--- config.mk ---
export PLATFORM = sky130hd
export DESIGN_NAME = riscv_regfile_sb
export DESIGN_NICKNAME = d
export VERILOG_FILES = /design/src/rtl/riscv_regfile_sb.sv
export SDC_FILE = /design/constraint.sdc
export NUM_CORES = 2
export LEC_CHECK = 0
export CAP_MARGIN = 10
export CORE_MARGIN = 2
export CORE_UTILIZATION = 35
export CTS_CLUSTER_DIAMETER = 150
export DETAILED_ROUTE_END_ITERATION = 10
export PLACE_DENSITY = 0.52
export SYNTH_ARGS = -nofsm -noshare
export SYNTH_HDL_FRONTEND = slang
export SYNTH_SLANG_ARGS = --single-unit
--- constraint.sdc ---
create_clock -name clk -period 3.14 [get_ports clk]
set_input_delay 0.314 -clock clk [delete_from_list [all_inputs] [get_ports clk]]
set_output_delay 0.314 -clock clk [all_outputs]
set_load 0.02 [all_outputs]
--- src/rtl/riscv_regfile_sb.sv ---
// Parametrised RISC-V integer register file with load-data extension on writeback,
// write-to-read bypass and a per-register load scoreboard for decode stalls.
module riscv_regfile_sb #(
    parameter int XLEN   = 32,
    parameter int NREGS  = 32,
    parameter int AW     = 5,
    parameter int NRD    = 2,
    parameter int BYPASS = 1
) (
    input  logic                  clk,
    input  logic                  rst,
    input  logic [NRD*AW-1:0]     rs_addr,
    output logic [NRD*XLEN-1:0]   rs_data,
    output logic [NRD-1:0]        rs_busy,
    input  logic                  wr_en,
    input  logic [AW-1:0]         wr_addr,
    input  logic [XLEN-1:0]       wr_data,
    input  logic                  wr_load,
    input  logic [2:0]            wr_func3,
    input  logic                  busy_set,
    input  logic [AW-1:0]         busy_addr,
    output logic                  err_func3
);

    // LD and LWU only exist on RV64; everything outside the table is illegal.
    function automatic logic func3_legal(input logic [2:0] f3);
        logic legal;
        case (f3)
            3'b000, 3'b001, 3'b010, 3'b100, 3'b101: legal = 1'b1;
            3'b011, 3'b110:                         legal = (XLEN == 64);
            default:                                legal = 1'b0;
        endcase
        return legal;
    endfunction

    // Extension is done in a 64-bit frame and truncated, so LW on RV32 is the full word.
    function automatic logic [XLEN-1:0] load_ext(input logic [XLEN-1:0] raw,
                                                 input logic [2:0]      f3);
        logic [63:0] raw64;
        logic [63:0] ext64;
        raw64 = 64'(raw);
        case (f3)
            3'b000:  ext64 = {{56{raw64[7]}},  raw64[7:0]};
            3'b001:  ext64 = {{48{raw64[15]}}, raw64[15:0]};
            3'b010:  ext64 = {{32{raw64[31]}}, raw64[31:0]};
            3'b011:  ext64 = raw64;
            3'b100:  ext64 = {56'h0, raw64[7:0]};
            3'b101:  ext64 = {48'h0, raw64[15:0]};
            3'b110:  ext64 = {32'h0, raw64[31:0]};
            default: ext64 = raw64;
        endcase
        return ext64[XLEN-1:0];
    endfunction

    logic [XLEN-1:0]            regs_r [NREGS];
    logic [NREGS-1:0]           busy_r;
    logic [NREGS-1:0]           busy_nxt_s;
    logic [XLEN-1:0]            ext_s;
    logic                       f3_ok_s;
    logic                       wr_legal_s;
    logic                       err_s;
    logic [NRD-1:0][XLEN-1:0]   rd_data_s;
    logic [NRD-1:0]             rd_busy_s;

    // Writeback decode: extended value, legality and illegal-funct3 detection.
    always_comb begin
        f3_ok_s    = func3_legal(wr_func3);
        ext_s      = wr_data;
        wr_legal_s = 1'b0;
        err_s      = 1'b0;
        if (wr_load) begin
            ext_s = load_ext(wr_data, wr_func3);
        end else begin
            ext_s = wr_data;
        end
        if (wr_en) begin
            wr_legal_s = (wr_addr != {AW{1'b0}}) && (!wr_load || f3_ok_s);
            err_s      = wr_load && !f3_ok_s;
        end else begin
            wr_legal_s = 1'b0;
            err_s      = 1'b0;
        end
    end

    // Scoreboard next state: clear on writeback, then set on issue so a new load wins.
    always_comb begin
        busy_nxt_s = busy_r;
        if (wr_legal_s) begin
            busy_nxt_s[wr_addr] = 1'b0;
        end else begin
            busy_nxt_s = busy_r;
        end
        if (busy_set && (busy_addr != {AW{1'b0}})) begin
            busy_nxt_s[busy_addr] = 1'b1;
        end else begin
            busy_nxt_s[0] = 1'b0;
        end
        busy_nxt_s[0] = 1'b0;
    end

    // Read ports: x0 is zero, optional forwarding of the write in flight.
    always_comb begin
        rd_data_s = '0;
        rd_busy_s = '0;
        for (int i = 0; i < NRD; i++) begin
            logic [AW-1:0] a;
            a = rs_addr[i*AW +: AW];
            if (a == {AW{1'b0}}) begin
                rd_data_s[i] = {XLEN{1'b0}};
            end else if ((BYPASS != 0) && wr_legal_s && (a == wr_addr)) begin
                rd_data_s[i] = ext_s;
            end else begin
                rd_data_s[i] = regs_r[a];
            end
            rd_busy_s[i] = busy_nxt_s[a];
        end
    end

    // State and registered outputs; reset overrides any write or issue this cycle.
    always_ff @(posedge clk) begin
        if (rst) begin
            for (int r = 0; r < NREGS; r++) begin
                regs_r[r] <= {XLEN{1'b0}};
            end
            busy_r    <= {NREGS{1'b0}};
            rs_data   <= {(NRD*XLEN){1'b0}};
            rs_busy   <= {NRD{1'b0}};
            err_func3 <= 1'b0;
        end else begin
            if (wr_legal_s) begin
                regs_r[wr_addr] <= ext_s;
            end
            busy_r <= busy_nxt_s;
            for (int i = 0; i < NRD; i++) begin
                rs_data[i*XLEN +: XLEN] <= rd_data_s[i];
            end
            rs_busy   <= rd_busy_s;
            err_func3 <= err_s;
        end
    end

endmodule

# == Word-level counts from Yosys, hierarchy flattened ==
# Memories as Yosys holds them, arrays and structs flattened. A register that Yosys moved wholly into a read port is not among the register bits.
# Index checks and enable logic that the tools add are counted.
# op_classes
eq_ne,4
bitwise_logic,4
mux,22
magnitude_cmp,6
n_reduce_logical,18
# op_table
cell,count
$pmux W32 S5,1
$mux W32,3
$and A32 B32 Y32,1
$not A32 Y32,1
$or A32 B32 Y32,1
$reduce_or A32 Y1,1
$mux W31,1
$lt A5 B6 Y1 const B,4
$mux W1,12
$bmux W1 S5,2
$demux W1 S5,2
$ge A5 B1 Y1 const B,2
$logic_not A5 Y1,2
$reduce_bool A5 Y1,2
$eq A3 B3 Y1 const B,2
$reduce_or A2 Y1,3
$logic_and A1 B1 Y1,5
$mux W5,1
$reduce_or A5 Y1,1
$eq A3 B1 Y1 const B,1
$eq A3 B2 Y1 const B,1
$logic_not A3 Y1,1
$logic_not A1 Y1,2
$logic_or A1 B1 Y1,1
$not A1 Y1,1
# word_totals
input_bits,60
out_inout_bits,67
reg_bits,35
mem_count,1
elab_cells,59
ramBits,1024
# mem_list
memory,depth,width,rd,rd_ports_with_merged_regs,write_ports,line,text
regs_r,32,32,2,2,32,55,logic [XLEN-1:0] regs_r [NREGS];

# == Depth between registers and ports, before layout ==
# logic_depth
depth_word,11
depth_mapped,10
depth_no_buf,7

# == Worst setup path after synthesis ==
# OpenSTA, ideal clock, no wires.
# synth_path
kind,in2reg
from,input wr_addr[3]
to,"memory regs_r[6][0], enable pin"
path_stages,5
t_required_ns,2.752
n_path_buf,3
arrival_ns,2.160
setup_time_ns,0.388
setup_slack_ns,0.592
path_cell_list,clkbuf_1 -> nor3b_1 -> clkbuf_1 -> clkbuf_1 -> a21o_1
# synth_lines
item,line,text
"start, declared",16,"input logic [AW-1:0] wr_addr,"
"end, declared",55,

==> qor.yml <==
hold_path:
  min_path_cells: 3
  hold_path.class: "in -> reg"
  hp-start: "rs_addr[9]"
  whs_endpoint: "rs_busy[1]"
clock_network:
  cts-resized-gates: 0
  clockBufferDepth: 3
  cts_buffers: 130
  cts.htree.levels: 4
  cts.sinks: 1122
  clock-root-buffer: "clkbuf_16"
  clkTransAtPathRegs_ns: 0.06
  cts_tree: "built"
  clkLatencyLatePin_ns: 0.77
placement:
  dp_hpwl_mm: 138
  place_inst: 6031
  gp_congestion: 0.835
  portBuffers: 126
  pre_cts_ws_ns: -0.268
  dpl-instance-area_sq_um: 64500
power:
  p_comb_share_pct: 13.6
  power_switching_mw: 9.70
  leakagePower_nw: 24.1
  total_power_mw: 38.2
  power.internal_mw: 28.5
  clkPwrFrac_pct: 40.3
  ir_worst_vdd_mv: 0.456
  p_sw_share_pct: 25.4
  power_density_nw_per_um2: 555
  pwr-share-seq_pct: 46.1
setup_path:
  criticalPathCategory: "in -> reg"
  crit_buf_inv: 4
  r2r_cells: 5
  rr_endpoint: "rs_data[25]"
  crit_path_cell_trace: "clkdlybuf4s50_1 > o211ai_1 > buf_4 > nand2_1 > or3_1 > nor4_4 > buf_4 > buf_12 > a211oi_1 > a211oi_1"
  rr_startpoint: "regs_r[11][25]"
  cp.depth: 10
  critPathCaptureType: "flip-flop"
  cp_slowest_cell: "o211ai_1"
  reg2reg_slack_ns: 0.99
  critPathMaxFanout: 16
  cp-start-kind: "primary input"
  worstPathArrival_ns: 3.47
  required_ns: 3.81
  cpLargestDelayFamily: "buffers and inverters"
  critPathMaxStageDelay_ns: 0.62
sta:
  tightestPinTransition_ns: 1.17
  fin_ws_ns: 0.343
  fin_crit_sh_pct: 89.1
  finClkSkew_ns: 0.0226
  setup_tns_ns: 0
  fin_crit_ns: 2.80
  setup_viol: 0
  hold_ws_ns: 0.162
  slew_violations: 0
  rsz0062_at_grt: "false"
  slew_headroom_pct: 21.4
  fmax_mhz: 357
  hold_viol: 0
global_routing:
  grt_pass1_vias: 37800
  grt_max_degree: 94
  grt_pass1_wl_mm: 301
  grt.overflow.total: 0
  grt_antenna_before_repair: 4
  grt_usage_pct: 26.4
synthesis:
  yosysTopAreaCell: "edfxtp_1"
  synth_top_area_share_pct: 54.2
  ys_seq_elements: 1122
  syn-mean-instance-area_sq_um: 15.2
  synthMuxAreaShare_pct: 26.0
  netlist_instances: 3732
  synth_top_cells_by_count: "1024 x edfxtp_1, 816 x nor2_1, 646 x mux4_2"
  ys.flop_type: "edfxtp_1"
  synth-compound-area-share_pct: 2.48
  synth_edf_count: 1024
  synth_area_sq_um: 56700
  yosysWarningCount: 0
  synthArstFlopShare_pct: 0
  synth_top_family_by_area: "multiplexers"
  synth_most_common_cell: "edfxtp_1"
  synthAdderAreaFrac_pct: 0
  synth-seq-area-share_pct: 57.7
  synth_area_leaders: "edfxtp_1 54%, mux4_2 26%, nor2_1 5.4%"
  yosysUniqueCellTypes: 60
  synth_xor_area_share_pct: 0.154
  synth-simple-area-share_pct: 10.6
layout:
  stdcell_count: 6274
  fill_cells: 14500
  area_delta_synth_final_pct: 21.4
  final_area_sq_um: 68800
  nets: 4065
  final_layout_size_suffix_gt1_share_pct: 32.9
  final_util_pct: 42.8
routing:
  dr.pass1.iters: 5
  vias: 38000
  met1_length_mm: 86.9
  final_antenna_net_count: 0
  routed.top_layer: "met5"
  routedWlPerCell_um: 34.8
  wl_met2_mm: 103
  drc: 0
  wl_mm: 218
  via_per_inst: 6.05
  drtIter0Drc: 4936
  wl_met3_mm: 21.2
status:
  outcome: "finished, final reports clean"
floorplan:
  core_area_sq_um: 161000
  rows: 147
  die_y_um: 406
  start_util_pct: 35.3
  die_x_um: 406
  die_area_sq_um: 165000
  num_io_pins: 127
flow_run:
  cap_violations: 0
what timing repair did:
item	4_1_cts	5_1_grt
buffers inserted	0	0
hold buffers	1	0
hold endpoints to repair	6	0
cells by family (layout without fill, tap and decap cells):
kind of cell / after synthesis / after routing
flops: 1122 / 1122
mux: 665 / 665
other cells: 1 / 34
xor+xnor: 10 / 10
compound gates: 207 / 207
buf+inv: 424 / 773
simple gates: 1303 / 1303
power by group through the flow:
stage / Clock, mW / Sequential (mW) / Combinational (mW)
2_1_floorplan: 0 / 17.8 / 2.85
3_3_place_gp: 0 / 17.9 / 5.19
3_5_place_dp: 0 / 17.9 / 5.18
4_1_cts: 15.6 / 17.6 / 5.20
5_1_grt: 16.1 / 17.7 / 5.39
6_report: 15.4 / 17.6 / 5.21
worst max-delay path by stage:
| stage | from | end | slack (ns) |
|---|---|---|---|
| after detailed placement | wr_func3[2] | rs_data[42] | -0.27 |
| after global placement | wr_func3[2] | rs_data[7] | -0.19 |
| after floorplan | wr_addr[3] | regs_r[6][0] | 0.59 |
| after CTS | wr_func3[2] | rs_data[42] | 0.53 |
| final | wr_func3[2] | rs_data[42] | 0.34 |
| after global routing | wr_func3[2] | rs_data[57] | 0.32 |
registers in the layout, indices dropped and copies added, names as in the netlist:
register and flops:
rs_busy 2, busy_r 31, regs_r 1024, err_func3 1, rs_data 64
worst min-delay path, cell delays in order:
cell	delay, ns
buf_4	0.23
o41ai_1	0.15
o32a_1	0.15
per-layer routing:
layer / up-vias / global-route usage, %
met5: - / 0
met4: 2 / 8.65
met3: 361 / 5.03
met2: 2294 / 41.8
met1: 20200 / 36.9
li1: 15100 / -
cells in the final DEF (no fill, tap or decap), drive strengths merged, types with 5 or more instances in the layout:
cell type	count
a211oi	97
a21oi	65
and2	54
and3	213
and3b	5
buf	413
bufinv	8
clkbuf	187
clkdlybuf4s50	115
clkinv	34
conb	32
dfxtp	98
edfxtp	1024
inv	11
mux2i	18
mux4	646
nand2	49
nand2b	36
nand3	37
nor2	816
nor2b	52
nor3	10
nor3b	9
o21ai	6
o2bb2ai	11
xnor2	6
final cells by class:
type | instances | area [sq um] | area share [%]
Clock inverter | 52 | 541 | 0.785
Clock buffer | 187 | 3720 | 5.40
Antenna cell | 2 | 5.00 | 0.00727
Inverter | 5 | 21.3 | 0.0309
Timing Repair Buffer | 529 | 6380 | 9.27
Multi-Input combinational cell | 2217 | 22700 | 33.0
Tap cell | 2160 | 2700 | 3.93
Sequential cell | 1122 | 32700 | 47.5
Power figures use the tool's default switching activity.
